===== config.mk =====
export PLATFORM = sky130hd
export DESIGN_NAME = systolic_array
export DESIGN_NICKNAME = d
export VERILOG_FILES = /design/src/rtl/systolic_array_pkg.sv /design/src/rtl/systolic_pe.sv /design/src/rtl/systolic_array.sv
export SDC_FILE = /design/constraint.sdc
export NUM_CORES = 2
export LEC_CHECK = 0
export CAP_MARGIN = 20
export CORE_UTILIZATION = 30
export DETAILED_ROUTE_END_ITERATION = 12
export GPL_TIMING_DRIVEN = 0
export SLEW_MARGIN = 20
export SYNTH_ARGS = -nofsm -noshare
export SYNTH_HDL_FRONTEND = slang
export SYNTH_HIERARCHICAL = 1
export SYNTH_SLANG_ARGS = --single-unit

===== constraint.sdc =====
create_clock -name clk -period 29 [get_ports clk]
set_clock_uncertainty 0.15 [all_clocks]
set_input_delay 4.35 -clock clk [delete_from_list [all_inputs] [get_ports clk]]
set_output_delay 4.35 -clock clk [all_outputs]
set_load 0.02 [all_outputs]

===== src/rtl/systolic_array_pkg.sv =====
// Shared widths, FP16 field positions and exponent bias for the bit-serial systolic array.
package systolic_array_pkg;
  localparam int ACT_WIDTH  = 16;
  localparam int ACC_WIDTH  = 32;
  localparam int EXP_WIDTH  = 5;
  localparam int PREC_WIDTH = 4;

  localparam int FP16_SIGN_BIT = 15;
  localparam int FP16_EXP_MSB  = 14;
  localparam int FP16_EXP_LSB  = 10;
  localparam int FP16_MAN_MSB  = 9;
  localparam int FP16_BIAS     = 15;
endpackage


===== src/rtl/systolic_pe.sv =====
// One processing element: FP16 activation times a bit-serial signed weight, accumulated at a
// shared output exponent; activation passes right, weight bit and valid pass down, one register each.
module systolic_pe
  import systolic_array_pkg::*;
#(
  parameter int ACT_WIDTH = systolic_array_pkg::ACT_WIDTH,
  parameter int ACC_WIDTH = systolic_array_pkg::ACC_WIDTH
) (
  input  logic                  clk,
  input  logic                  rst,
  input  logic [PREC_WIDTH-1:0] precision,
  input  logic [EXP_WIDTH-1:0]  exp_set,
  input  logic [ACT_WIDTH-1:0]  act,
  input  logic                  w_bit,
  input  logic                  vld,
  output logic [ACT_WIDTH-1:0]  act_q,
  output logic                  w_q,
  output logic                  vld_q,
  output logic [ACC_WIDTH-1:0]  acc,
  output logic [EXP_WIDTH-1:0]  exp_q
);
  logic                  f_sign;
  logic [EXP_WIDTH-1:0]  f_exp;
  logic [FP16_MAN_MSB:0] f_man;
  logic [EXP_WIDTH-1:0]  e_eff;
  logic [ACC_WIDTH-1:0]  mag;
  logic signed [ACC_WIDTH-1:0] signed_m;
  logic signed [ACC_WIDTH-1:0] aligned;
  logic signed [6:0]     sh;
  logic [5:0]            shr;
  logic [PREC_WIDTH-1:0] bit_cnt;
  logic [PREC_WIDTH-1:0] p;
  logic                  start;
  logic                  last;
  logic [ACC_WIDTH-1:0]  term;
  logic [ACC_WIDTH-1:0]  delta;
  logic [ACC_WIDTH-1:0]  acc_nxt;

  assign f_sign = act[FP16_SIGN_BIT];
  assign f_exp  = act[FP16_EXP_MSB:FP16_EXP_LSB];
  assign f_man  = act[FP16_MAN_MSB:0];

  // A new run begins only at a weight boundary, so a pause mid-weight resumes the same weight.
  assign start = vld && !vld_q && (bit_cnt == '0);
  assign p     = start ? '0 : bit_cnt;
  assign last  = (p == precision - PREC_WIDTH'(1));

  always_comb begin
    e_eff    = (f_exp == '0) ? EXP_WIDTH'(1) : f_exp;
    mag      = ACC_WIDTH'({(f_exp != '0), f_man});
    signed_m = f_sign ? -mag : mag;
    sh       = $signed({2'b00, e_eff}) - $signed({2'b00, exp_set});
    shr      = 6'(-sh);
    aligned  = (sh >= 0) ? (signed_m <<< sh[5:0]) : (signed_m >>> shr);
    term     = aligned <<< p;
    delta    = !w_bit ? '0 : (last ? -term : term);
    acc_nxt  = (start ? '0 : acc) + delta;
  end

  always_ff @(posedge clk) begin
    if (rst) begin
      act_q   <= '0;
      w_q     <= 1'b0;
      vld_q   <= 1'b0;
      acc     <= '0;
      exp_q   <= '0;
      bit_cnt <= '0;
    end else begin
      act_q <= act;
      w_q   <= w_bit;
      vld_q <= vld;
      if (vld) begin
        acc     <= acc_nxt;
        bit_cnt <= last ? '0 : p + PREC_WIDTH'(1);
      end
      if (start) exp_q <= exp_set;
    end
  end
endmodule


===== src/rtl/systolic_array.sv =====
// N x N bit-serial systolic array: skewed FIFO read enables, PE grid, and a done pulse one
// cycle after the bottom-right PE's valid falls (requires N >= 2).
module systolic_array
  import systolic_array_pkg::*;
#(
  parameter int ACT_WIDTH = systolic_array_pkg::ACT_WIDTH,
  parameter int ACC_WIDTH = systolic_array_pkg::ACC_WIDTH,
  parameter int N         = 2
) (
  input  logic                  clk,
  input  logic                  rst,
  input  logic                  active,
  input  logic [PREC_WIDTH-1:0] precision,
  input  logic [EXP_WIDTH-1:0]  exp_set,
  input  logic [ACT_WIDTH-1:0]  act_in [N],
  input  logic [N-1:0]          w_in,
  output logic                  done,
  output logic [EXP_WIDTH-1:0]  exp_out [N*N],
  output logic [ACC_WIDTH-1:0]  acc_out [N*N],
  output logic [N-1:0]          active_row,
  output logic [N-1:0]          active_column
);
  logic [N-2:0]         dly_q;
  logic [N-1:0]         skew;
  logic [ACT_WIDTH-1:0] act_h [N*(N+1)];
  logic                 w_v   [(N+1)*N];
  logic                 vld_v [(N+1)*N];
  logic                 last_in;
  logic                 last_q;

  assign skew          = {dly_q, active & ~rst};
  assign active_row    = skew;
  assign active_column = skew;

  always_ff @(posedge clk) begin
    if (rst) dly_q <= '0;
    else     dly_q <= skew[N-2:0];
  end

  for (genvar i = 0; i < N; i++) begin : g_edge
    assign act_h[i*(N+1)] = act_in[i];
    assign w_v[i]         = w_in[i];
    assign vld_v[i]       = skew[i];
  end

  for (genvar i = 0; i < N; i++) begin : g_row
    for (genvar j = 0; j < N; j++) begin : g_col
      systolic_pe #(
        .ACT_WIDTH (ACT_WIDTH),
        .ACC_WIDTH (ACC_WIDTH)
      ) u_pe (
        .clk       (clk),
        .rst       (rst),
        .precision (precision),
        .exp_set   (exp_set),
        .act       (act_h[i*(N+1)+j]),
        .w_bit     (w_v[i*N+j]),
        .vld       (vld_v[i*N+j]),
        .act_q     (act_h[i*(N+1)+j+1]),
        .w_q       (w_v[(i+1)*N+j]),
        .vld_q     (vld_v[(i+1)*N+j]),
        .acc       (acc_out[i*N+j]),
        .exp_q     (exp_out[i*N+j])
      );
    end
  end

  assign last_in = vld_v[(N-1)*N + N-1];
  assign last_q  = vld_v[N*N + N-1];

  always_ff @(posedge clk) begin
    if (rst) done <= 1'b0;
    else     done <= last_q & ~last_in;
  end
endmodule


* Word level (Yosys, flattened, before mapping)
Index checks and enable logic that the tools add are counted.
Word-level totals: flip-flop bits (word level) 202, bits in latches 0, RAM bits 0, memory bits (read-only) 0, input bits 46, output and inout port bits 153, word-level logic and storage cells 123, memories 0
Cells by class: add/sub/neg operators 25, multipliers 0, divide/modulo/power cells 0, magnitude comparators 4, eq/ne operators 4, shifts and indexed selects 12, mux-type cells 32, bitwise logic cells 4, reductions and logical operators 22
Operator list (count):
- 32-bit two-way mux | 20
- 32-bit adder | 4
- 11-bit negator with 32-bit output | 4
- 32-bit negator | 4
- 32-bit by 4-bit <<< shifter with 32-bit output | 4
- 32-bit by 6-bit <<< shifter with 32-bit output | 4
- 32-bit by 6-bit >>> shifter with 32-bit output | 4
- 4-bit two-way mux | 8
- 6-bit by 1-bit >= comparator with 1-bit output, second input constant | 4
- 6-bit negator | 4
- 5-bit by 5-bit subtractor with 6-bit output | 4
- 5-bit zero test | 4
- 5-bit two-way mux | 4
- 5-bit nonzero test | 4
- 4-bit by 1-bit adder with 4-bit output, second input constant | 4
- 4-bit equality test | 4
- 4-bit zero test | 4
- 1-bit logical AND | 7
- 4-bit by 1-bit subtractor with 4-bit output, second input constant | 1
- 1-bit zero test | 3
- 1-bit bitwise AND | 2
- 1-bit NOT | 2

* Depth between registers and ports, before layout
depth in word-level cells 11, mapped depth 45, depth with buffers taken out 42

* By module
The synthesis kept the hierarchy.
By module, submodules not included:
- systolic_pe (g_row[0].g_col[1].u_pe) | times used 1, cells an instance 1629, area each 11312.1 µm², sequential area each 1181.1 µm²
- systolic_pe (g_row[0].g_col[0].u_pe) | times used 1, cells an instance 1648, area each 11282.1 µm², sequential area each 1181.1 µm²
- systolic_pe (g_row[1].g_col[0].u_pe) | times used 1, cells an instance 1651, area each 11255.8 µm², sequential area each 1181.1 µm²
- systolic_pe (g_row[1].g_col[1].u_pe) | times used 1, cells an instance 1566, area each 11011.8 µm², sequential area each 1181.1 µm²
- systolic_array | times used 1, cells an instance 9, area each 95.1 µm², sequential area each 40.0 µm²

* Least setup slack after synthesis
OpenSTA, ideal clock, no wires.
path type input to register, start point input port act_in[27] in the netlist's numbering, end point register g_row[0].g_col[0].u_pe.acc[31], arrival time 13.481 ns, required time 28.710 ns, path slack 15.230 ns, cell stages on the path 42, path buffers 4, cell sequence or3_1 > clkbuf_1 > nor3_1 > nor2_1 > ha_1 > inv_1 > fa_1 > inv_1 > clkbuf_1 > ha_1 > clkbuf_1 > inv_1 > clkbuf_1 > nand2_1 > o32ai_1 > o21bai_1 > nor4_1 > or4_1 > (+6 left out) > o41ai_1 > xor2_1 > nor2_1 > ha_1 > a21o_1 > a21o_1 > a21o_1 > nor3_1 > o21ai_0 > a31oi_1 > a21oi_1 > a211o_1 > a21o_1 > a21oi_1 > or3_1 > nor4_1 > a2111oi_2 > o311ai_1
On the way: longest elaborated chain between the ends 11, elaborated cells on any way between the ends 16, those cells by class 5 x add/sub; 1 x order compare; 3 x shift; 5 x mux; 2 x reduce/logical
Ends and longest elaborated chain:
- from (decl) | line systolic_array.sv:15 | input logic [ACT_WIDTH-1:0] act_in [N],
- 5-bit zero test | line systolic_pe.sv:49 | e_eff = (f_exp == '0) ? EXP_WIDTH'(1) : f_exp;
- 5-bit two-way mux | line systolic_pe.sv:49
- 5-bit by 5-bit subtractor with 6-bit output | line systolic_pe.sv:52 | sh = $signed({2'b00, e_eff}) - $signed({2'b00, exp_set});
- 6-bit negator | line systolic_pe.sv:53 | shr = 6'(-sh);
- 32-bit by 6-bit >>> shifter with 32-bit output | line systolic_pe.sv:54 | aligned = (sh >= 0) ? (signed_m <<< sh[5:0]) : (signed_m >>> shr);
- 32-bit two-way mux (*) | line systolic_pe.sv:54
- 32-bit by 4-bit <<< shifter with 32-bit output (*) | line systolic_pe.sv:55 | term = aligned <<< p;
- 32-bit negator | line systolic_pe.sv:56 | delta = !w_bit ? '0 : (last ? -term : term);
- 32-bit two-way mux (*) (2 in a row) | line systolic_pe.sv:56
- 32-bit adder (*) | line systolic_pe.sv:57 | acc_nxt = (start ? '0 : acc) + delta;
- to (signal assigned) | line systolic_pe.sv:73 | acc <= acc_nxt;
- to (decl) | line systolic_pe.sv:19 | output logic [ACC_WIDTH-1:0] acc,
Every way passes the cells marked *; elsewhere a longest branch is shown, timed or not. A chain may end at the register's enable or synchronous reset.

* Final worst setup path
Ends and elaborated chain as after synthesis.

==> reports/metrics.cfg <==
[timing]
maxSlewViolCount=0
max_freq_mhz=60.4
post-route-period-util_pct=57.1
tightest_slew_ps=1220
relSlewSlack_pct=18.1
grt_setup_unrepaired=no
holdWs_ps=304
fin_setup_tns_ps=0
setup_viol_count_final=0
hold_violations=0
fin_crit_ps=16560

[yosys]
syn_area_um2=44100
ys_warn_count=6
syn_inst=6434
synth_nets=6660
postSynthAreaPerCell_um2=6.85

[global_routing]
antenna_found_initial=7
grt_first_pass_wirelength_um=345000
grtUsageTotal_pct=30.1
overflow=0
grt_pass1_vias=52300
grt_max_degree=17

[critical_path]
cp.arrival_ps=16910
endpoint_kind=flop
worst_path_largest_cell_delay_ps=630
slowest_stage=nor3_2
cp_max_fo=10
worst-setup-path-type=in2reg
required_ps=29360
crit_path_start_kind=primary input

[routing]
top_layer_used=met5
wl_um=234000
drc=0
viasPerCell=6.57
postRouteAntennaNets=0
m1WireLength_um=97300
drt_iter0_markers=7804
drt-pass1-iter-count=9
wl_met3_um=27600
vias=56500
wl_met2_um=97200
wl_per_cell_um=27.2

[floorplan]
fp.dieH_um=385
die-area_um2=148000
row_count=140
core_um2=146000
initial_core_util_pct=30.2
die_x_um=385
num_io_pins=199

[placed_design]
dpl.hpwl_um=186000
portBuffers=192
place.gp.congestion=1.03
place_inst=8552

[cts]
insertion_delay_ps=660
clockRootBuffer=clkbuf_16
cts_sinks=204
post-cts-setup-buffers=0
clk_pin_slew_ps=60
holdBufCountCts=0
numCtsBuffers=29
ctsResizeCount=0
htreeDepth=1
cts_tree=built
cts_buffer_depth=3

[cells_and_area]
areaGrowthSynthToFinish_pct=12.5
fillers=16000
seq_area_um2=4080
multi_input_area_um2=37600
nets=6892
drive_gt1_share_pct=6.55
final_cells=8607

[pwr]
leakagePower_nw=18.1
power_density_nw_per_um2=54.8
ir_drop_v=0.0000493

[min_path]
min_path_type=reg2reg

[job]
max_cap_violations=0

[status]
status=finished, final reports clean

-- path summary, 6_finish.rpt --
check,from,to,slack [ps],cells after the start
min reg2reg,g_row[1].g_col[1].u_pe/exp_q[0],g_row[1].g_col[1].u_pe/exp_q[0],300,2
max,act_in[27],g_row[0].g_col[0].u_pe/acc[31],12440,44
min,g_row[1].g_col[1].u_pe/exp_q[0],g_row[1].g_col[1].u_pe/exp_q[0],300,2
max reg2reg,g_row[0].g_col[0].u_pe/act_q[11],g_row[0].g_col[1].u_pe/acc[31],16040,42
-- cell usage in the layout (no fill, tap or decap), types with 99 or more instances in the layout --
cell / count
nand2_1: 509
xnor2_1: 175
o21ai_0: 361
clkdlybuf4s50_1: 185
a21oi_1: 402
nor3_1: 277
o211ai_1: 121
inv_1: 134
mux2i_1: 210
dfxtp_1: 204
a31oi_1: 99
nand3_1: 189
ha_1: 172
a211oi_1: 168
and2_1: 205
nor2_1: 732
clkbuf_1: 378
-- sequential cells by signal, summed over array words and instances (netlist names) --
| name | cells |
|---|---|
| g_row.g_col.u_pe/bit_cnt | 16 |
| g_row.g_col.u_pe/exp_q | 20 |
| dly_q | 1 |
| g_row.g_col.u_pe/act_q | 32 |
| done | 1 |
| g_row.g_col.u_pe/acc | 128 |
| g_row.g_col.u_pe/vld_q | 4 |
| g_row.g_col.u_pe/w_q | 2 |
-- stage by stage --
step	total power [mW]	util, %	setup slack (ps)	area (µm²)
2_1_floorplan	1.62	-	15230	44100
3_3_place_gp	2.26	33.2	11070	48400
3_5_place_dp	2.24	33.3	12340	48600
4_1_cts	2.64	34.0	12980	49600
5_1_grt	2.84	34.0	11960	49600
6_report	2.72	34.0	12440	49600
-- final cells by class --
cell class,instances,share of cell area [%]
antenna,1,0.00505
tap,1917,4.84
buffer,493,3.99
clock inverter,25,0.537
clock buffer,29,1.46
multi-input combinational,5590,75.8
sequential,204,8.24
timing repair buffer,201,4.02
inverter,147,1.11
-- routing by layer --
layer | vias up | global-route usage, %
li1 | 25100 | -
met1 | 27200 | 40.9
met2 | 3663 | 44.9
met3 | 641 | 6.95
met4 | 2 | 13.2
met5 | - | 0
-- report_power, final --
group          internal [mW]  switching, mW
Clock                  0.208          0.173
Sequential             0.296         0.0165
Combinational          0.651           1.37
-- critical path: cells and delay by family --
family	cells	cell delay, ps
buf+inv	8	2580
compound gates	19	5380
simple gates	11	2660
fa+ha+maj	5	1720
xor+xnor	1	180
(Power assumes the default switching activity.)
